File: config.mk
export PLATFORM = sky130hd
export DESIGN_NAME = synchronous_multichannel_fifo
export DESIGN_NICKNAME = d
export VERILOG_FILES = /design/src/rtl/synchronous_multichannel_fifo_pkg.sv /design/src/rtl/synchronous_multichannel_fifo_ram.sv /design/src/rtl/synchronous_multichannel_fifo.sv
export SDC_FILE = /design/constraint.sdc
export NUM_CORES = 1
export LEC_CHECK = 0
export ABC_AREA = 1
export CORE_MARGIN = 1.5
export CORE_UTILIZATION = 60
export CTS_CLUSTER_SIZE = 20
export DETAILED_ROUTE_END_ITERATION = 16
export GPL_TIMING_DRIVEN = 0
export PLACE_DENSITY = 0.79
export SYNTH_ARGS = -nofsm -noshare
export SYNTH_HDL_FRONTEND = slang
export SYNTH_HIERARCHICAL = 1
export SYNTH_SLANG_ARGS = --single-unit
File: constraint.sdc
create_clock -name clock_i -period 2.75 [get_ports clock_i]
set_input_delay 0.55 -clock clock_i [delete_from_list [all_inputs] [get_ports clock_i]]
set_output_delay 0.55 -clock clock_i [all_outputs]
set_load 0.05 [all_outputs]
File: src/rtl/synchronous_multichannel_fifo_pkg.sv
// ----------------------------------------------------------------------------
// synchronous_multichannel_fifo_pkg
//   Shared constants and helpers for the multichannel FIFO slice.
//   Contents:
//     clog2()  - ceiling log2, used to size pointers and RAM addresses
// ----------------------------------------------------------------------------
package synchronous_multichannel_fifo_pkg;

    // Ceiling log2; clog2(1) = 0. Usable in constant expressions.
    function automatic int clog2(input int value);
        int result;
        int remaining;
        result    = 0;
        remaining = value - 1;
        while (remaining > 0) begin
            result    = result + 1;
            remaining = remaining >> 1;
        end
        return result;
    endfunction

endpackage

File: src/rtl/synchronous_multichannel_fifo_ram.sv
// ----------------------------------------------------------------------------
// simple_dual_port_ram
//   One write port, one asynchronous read port. Contents are never reset.
//   Ports:
//     clock_i       - write clock (rising edge)
//     write_en_i    - write strobe
//     write_addr_i  - write address
//     write_data_i  - write data
//     read_addr_i   - read address
//     read_data_o   - data at read_addr_i (combinational, no write bypass)
// ----------------------------------------------------------------------------
module simple_dual_port_ram
    import synchronous_multichannel_fifo_pkg::*;
#(
    parameter int WIDTH = 8,
    parameter int DEPTH = 16,
    localparam int ADDR_W = clog2(DEPTH)
) (
    input  logic              clock_i,
    input  logic              write_en_i,
    input  logic [ADDR_W-1:0] write_addr_i,
    input  logic [WIDTH-1:0]  write_data_i,
    input  logic [ADDR_W-1:0] read_addr_i,
    output logic [WIDTH-1:0]  read_data_o
);

    logic [WIDTH-1:0] mem_q [DEPTH];

    always_ff @(posedge clock_i) begin
        if (write_en_i) begin
            mem_q[write_addr_i] <= write_data_i;
        end
    end

    assign read_data_o = mem_q[read_addr_i];

endmodule

File: src/rtl/synchronous_multichannel_fifo.sv
// ----------------------------------------------------------------------------
// synchronous_multichannel_fifo
//   CHANNELS independent FIFO queues of DEPTH entries sharing one simple
//   dual-port RAM. Each cycle one push and one pop, each to its own channel.
//
//   Optional feature macro: SYNCHRONOUS_MULTICHANNEL_FIFO_ERROR_EN
//     When defined, adds sticky per-channel write_overflow_o / read_underflow_o
//     flags, set on a dropped push / dropped pop and cleared only by reset.
//
//   Handshake: a push is accepted when write_enable_i is high and the selected
//   channel is not full; a pop is accepted when read_enable_i is high and the
//   selected channel is not empty. Full/empty are taken from the pre-edge
//   pointers only, so a same-channel push+pop never relieves its own
//   full/empty condition. Refused operations change no state.
//
//   Ports:
//     clock_i          - clock, all logic on rising edge
//     reset_i          - synchronous active-high reset (pointers only)
//     write_enable_i   - push request
//     write_channel_i  - channel to push into
//     write_data_i     - data to push
//     write_full_o     - per-channel full
//     read_enable_i    - pop request
//     read_channel_i   - channel to read/pop
//     read_data_o      - head of read_channel_i (combinational)
//     read_empty_o     - per-channel empty
//     level_o          - per-channel entry count, DEPTH_LOG2+1 bits each
// ----------------------------------------------------------------------------
module synchronous_multichannel_fifo
    import synchronous_multichannel_fifo_pkg::*;
#(
    parameter int WIDTH    = 8,
    parameter int DEPTH    = 4,
    parameter int CHANNELS = 4,
    localparam int DEPTH_LOG2   = clog2(DEPTH),
    localparam int CHANNEL_LOG2 = clog2(CHANNELS),
    localparam int PTR_W        = DEPTH_LOG2 + 1
) (
    input  logic                      clock_i,
    input  logic                      reset_i,
    input  logic                      write_enable_i,
    input  logic [CHANNEL_LOG2-1:0]   write_channel_i,
    input  logic [WIDTH-1:0]          write_data_i,
    output logic [CHANNELS-1:0]       write_full_o,
    input  logic                      read_enable_i,
    input  logic [CHANNEL_LOG2-1:0]   read_channel_i,
    output logic [WIDTH-1:0]          read_data_o,
    output logic [CHANNELS-1:0]       read_empty_o,
`ifdef SYNCHRONOUS_MULTICHANNEL_FIFO_ERROR_EN
    output logic [CHANNELS-1:0]       write_overflow_o,
    output logic [CHANNELS-1:0]       read_underflow_o,
`endif
    output logic [CHANNELS*PTR_W-1:0] level_o
);

    localparam int RAM_DEPTH = CHANNELS * DEPTH;
    localparam int ADDR_W    = CHANNEL_LOG2 + DEPTH_LOG2;

    // Pointers carry one extra wrap bit so full and empty are distinguishable.
    logic [PTR_W-1:0] wr_ptr_q [CHANNELS];
    logic [PTR_W-1:0] wr_ptr_d [CHANNELS];
    logic [PTR_W-1:0] rd_ptr_q [CHANNELS];
    logic [PTR_W-1:0] rd_ptr_d [CHANNELS];

    logic             push_ok;
    logic             pop_ok;
    logic [ADDR_W-1:0] ram_write_addr;
    logic [ADDR_W-1:0] ram_read_addr;

    // Status decode: registered pointers only, no input dependence.
    for (genvar c = 0; c < CHANNELS; c++) begin : g_status
        assign read_empty_o[c] = (wr_ptr_q[c] == rd_ptr_q[c]);
        assign write_full_o[c] =
            (wr_ptr_q[c][DEPTH_LOG2-1:0] == rd_ptr_q[c][DEPTH_LOG2-1:0]) &&
            (wr_ptr_q[c][DEPTH_LOG2] != rd_ptr_q[c][DEPTH_LOG2]);
        assign level_o[c*PTR_W +: PTR_W] = wr_ptr_q[c] - rd_ptr_q[c];
    end

    assign push_ok = write_enable_i && !write_full_o[write_channel_i];
    assign pop_ok  = read_enable_i  && !read_empty_o[read_channel_i];

    always_comb begin
        for (int c = 0; c < CHANNELS; c++) begin
            wr_ptr_d[c] = wr_ptr_q[c];
            rd_ptr_d[c] = rd_ptr_q[c];
        end
        if (push_ok) begin
            wr_ptr_d[write_channel_i] = wr_ptr_q[write_channel_i] + PTR_W'(1);
        end
        if (pop_ok) begin
            rd_ptr_d[read_channel_i] = rd_ptr_q[read_channel_i] + PTR_W'(1);
        end
    end

    always_ff @(posedge clock_i) begin
        for (int c = 0; c < CHANNELS; c++) begin
            if (reset_i) begin
                wr_ptr_q[c] <= '0;
                rd_ptr_q[c] <= '0;
            end else begin
                wr_ptr_q[c] <= wr_ptr_d[c];
                rd_ptr_q[c] <= rd_ptr_d[c];
            end
        end
    end

`ifdef SYNCHRONOUS_MULTICHANNEL_FIFO_ERROR_EN
    logic [CHANNELS-1:0] overflow_q;
    logic [CHANNELS-1:0] overflow_d;
    logic [CHANNELS-1:0] underflow_q;
    logic [CHANNELS-1:0] underflow_d;

    always_comb begin
        overflow_d  = overflow_q;
        underflow_d = underflow_q;
        if (write_enable_i && write_full_o[write_channel_i]) begin
            overflow_d[write_channel_i] = 1'b1;
        end
        if (read_enable_i && read_empty_o[read_channel_i]) begin
            underflow_d[read_channel_i] = 1'b1;
        end
    end

    always_ff @(posedge clock_i) begin
        if (reset_i) begin
            overflow_q  <= '0;
            underflow_q <= '0;
        end else begin
            overflow_q  <= overflow_d;
            underflow_q <= underflow_d;
        end
    end

    assign write_overflow_o = overflow_q;
    assign read_underflow_o = underflow_q;
`endif

    // Each channel owns a contiguous DEPTH-entry slice of the shared RAM.
    assign ram_write_addr = {write_channel_i, wr_ptr_q[write_channel_i][DEPTH_LOG2-1:0]};
    assign ram_read_addr  = {read_channel_i,  rd_ptr_q[read_channel_i][DEPTH_LOG2-1:0]};

    simple_dual_port_ram #(
        .WIDTH (WIDTH),
        .DEPTH (RAM_DEPTH)
    ) u_ram (
        .clock_i      (clock_i),
        .write_en_i   (push_ok),
        .write_addr_i (ram_write_addr),
        .write_data_i (write_data_i),
        .read_addr_i  (ram_read_addr),
        .read_data_o  (read_data_o)
    );

endmodule

==> results.yml <==
run_status:
  status: "complete, but fails checks"
  violations: "setup timing"
yosys:
  synth_nets: 864
  synth-xor-area-share_pct: 0.4727
  ys_seq_area_share_pct: 58.35
  synth_area_leaders: "edfxtp_1, nand2_1, inv_1, nand3_1, dfxtp_1"
  synth_top_family_by_area: "simple AND/OR/NAND/NOR gates"
  synth_seq_cells: 152
  synth_mux_area_share_pct: 0
  synth_area_leader_cell: "edfxtp_1"
  synth_cells: 834
  yosys.area.top_type_share_pct: 51.87
  synth.avg_cell_area_um2: 8.886
  synthDistinctLibCells: 29
  yosys.area_share.simple_pct: 27.11
  synth_compound_area_share_pct: 1.030
  yosysWarnings: 6
  yosys.area_share.adder_pct: 2.769
  synthesis.area_um2: 7411
drt:
  vias_per_cell: 5.757
  wire_per_inst_um: 20.04
  vias: 6166
  wirelength_met1_mm: 8.152
  ant_nets: 0
  drt-pass1-iter-count: 5
  met2_length_mm: 10.64
  top_layer: "met4"
  drc: 0
  wl_met3_mm: 1.863
  routed_wl_mm: 21.47
  drt_iter0_drc: 730
finish:
  area_growth_pct: 30.58
  drive_gt1_share_pct: 26.30
  fin_nets: 941
  regArea_um2: 4333
  num_antenna_cells: 0
  multi_input_area_um2: 2938
  postLayoutCoreUtil_pct: 80.56
  final_cell_mix: "nand2_1, inv_1, edfxtp_1, nand3_2, nor2_1"
  final_common_cell: "nand2_1"
  fillers: 740
floorplan:
  io_pins: 44
  start_util_pct: 61.70
  num_rows: 40
  die_area_um2: 13030
  core-area_um2: 12010
  die_w_um: 114.1
  die_y_um: 114.1
pwr:
  total_power_mw: 6.170
  leakage_nw: 4.424
  power.share.clock_pct: 39.0
  p_comb_share_pct: 19.2
  p_per_area_nw_per_um2: 637.6
  power.internal_mw: 4.443
  pwr-share-seq_pct: 41.8
  swShare_pct: 27.99
  vdd_ir_drop_max_v: 0.0004935
  p_sw_mw: 1.727
clock_network:
  post_cts_hold_buffer_count: 0
  clock_path_buffers: 2
  cts-root-buf: "clkbuf_16"
  path_clk_slew_ps: 60
  cts_made_buffers: 17
  cts_tree: "done"
  cts_htree_levels: 4
  clk_latency_ps: 420
  cts_sinks: 152
grt:
  grt.total_usage_pct: 31.24
  grt_pass1_wl_mm: 29.62
  grt_max_degree: 17
  grt-ovfl-total: 0
  antenna_found_initial: 0
  grt_pass1_vias: 5585
placement:
  port_buffers: 43
  place_congestion: 0.9445
  pre_cts_ws_ps: -1478
  place_hpwl_mm: 13.18
timing:
  rsz0062_at_grt: "yes"
  fin_setup_tns_ps: -2412
  setup_viol: 64
  final.setup_skew_ps: 8.390
  maxSlewHeadroom_pct: 43.05
  fin_crit_sh_pct: 103.1
  tightest_slew_ps: 851.6
  fmax_mhz: 352.8
  period_minus_slack_ps: 2834
  maxSlewViolCount: 0
  fin_ws_ps: -84.21
  hold_viol_final: 0
flow_run:
  maxCapViolations: 0
critical_path:
  worstPathRequired_ps: 2200
  crit_path_max_fanout: 10
  worstSetupStartpointType: "input port"
  critical_path_arrival_ps: 2280
  endpoint_kind: "output port"
  criticalPathCategory: "input port to output port"
min_path:
  hp-class: "flop to flop"
==> per-layer routing <==
| layer | vias to the layer above | track usage [%] |
|---|---|---|
| li1 | 2787 | - |
| met5 | - | 0 |
| met4 | 0 | 13.42 |
| met1 | 2927 | 41.83 |
| met2 | 389 | 50.76 |
| met3 | 63 | 5.453 |
==> cells in the mapped netlist (all sizes together) <==
library cell	count
nor2	83
buf	26
dfxtp	24
nand2	271
inv	155
xor2	4
a21oi	4
nor3	1
a22oi	2
nand4	1
o22ai	1
fa	4
edfxtp	128
ha	10
o21ai	3
o221ai	1
nand3	113
a21boi	1
nand3b	2
==> through the flow <==
| stage | std cells | area (µm²) | hold slack (ps) |
|---|---|---|---|
| after floorplan | 834 | 7411 | 506.3 |
| after global placement | 1024 | 8025 | 526.3 |
| after detailed placement | 1024 | 8025 | 550.2 |
| after CTS | 1061 | 8806 | 558.9 |
| after global routing | 1071 | 9677 | 579.3 |
| final | 1071 | 9677 | 543.3 |
==> cell type report <==
class	instances	share of cell area, %
timing repair inverter	1	0.07758
timing repair buffer	58	7.189
clock inverter	13	1.836
multi-input combinational	501	30.36
clock buffer	19	4.474
sequential	152	44.78
tap	147	1.901
buffer	25	3.116
inverter	155	6.271
==> critical path: stages <==
cell,delay (ps)
buf_12,120
inv_6,50
nor2_4,40
nand2_1,80
nand2_2,70
a21oi_4,130
o21ai_4,80
buf_12,150
buf_12,150
buf_8,150
nand2_1,110
nand3_1,130
nand3_1,120
nand3_2,80
nand2_2,110
buf_8,150
==> path summary, 6_finish.rpt <==
| path | from | cells past startpoint | end | slack (ps) |
|---|---|---|---|---|
| setup / recovery | read_channel_i[0] | 16 | read_data_o[7] | -80 |
| hold / removal | rd_ptr_q[1][0] | 4 | rd_ptr_q[1][0] | 540 |
| setup reg to reg | rd_ptr_q[0][0] | 9 | u_ram/mem_q[4][3] | 80 |
| hold reg to reg | rd_ptr_q[1][0] | 4 | rd_ptr_q[1][0] | 540 |
==> flip-flops by register name, indices dropped and copies added (netlist names) <==
| signal | cells |
|---|---|
| wr_ptr_q | 12 |
| rd_ptr_q | 12 |
| u_ram/mem_q | 128 |
==> power groups by stage <==
| stage | sequential, mW | combinational (mW) | clock [mW] |
|---|---|---|---|
| after floorplan | 2.61 | 0.641 | 0 |
| after global placement | 2.62 | 0.958 | 0 |
| after detailed placement | 2.62 | 0.974 | 0 |
| after CTS | 2.57 | 0.997 | 2.41 |
| after global routing | 2.58 | 1.25 | 2.51 |
| final | 2.58 | 1.19 | 2.41 |
==> logic make-up (layout without fill, tap and decap cells) <==
family | after synthesis | after routing
flip-flops | 152 | 152
buffers and inverters | 181 | 271
XOR/XNOR | 4 | 4
adder cells (fa/ha/maj) | 14 | 14
AND/OR/NAND/NOR | 471 | 471
AO/OA/AOI/OAI | 12 | 12
==> what timing repair did <==
item	CTS	global route
resized for setup	130	183
endpoints found under the hold margin	0	0
cloned	2	5
setup buffers	3	6
pin swaps	8	52
endpoints found under the setup margin	138	140
Note: power is estimated with default switching activity, not from simulation.
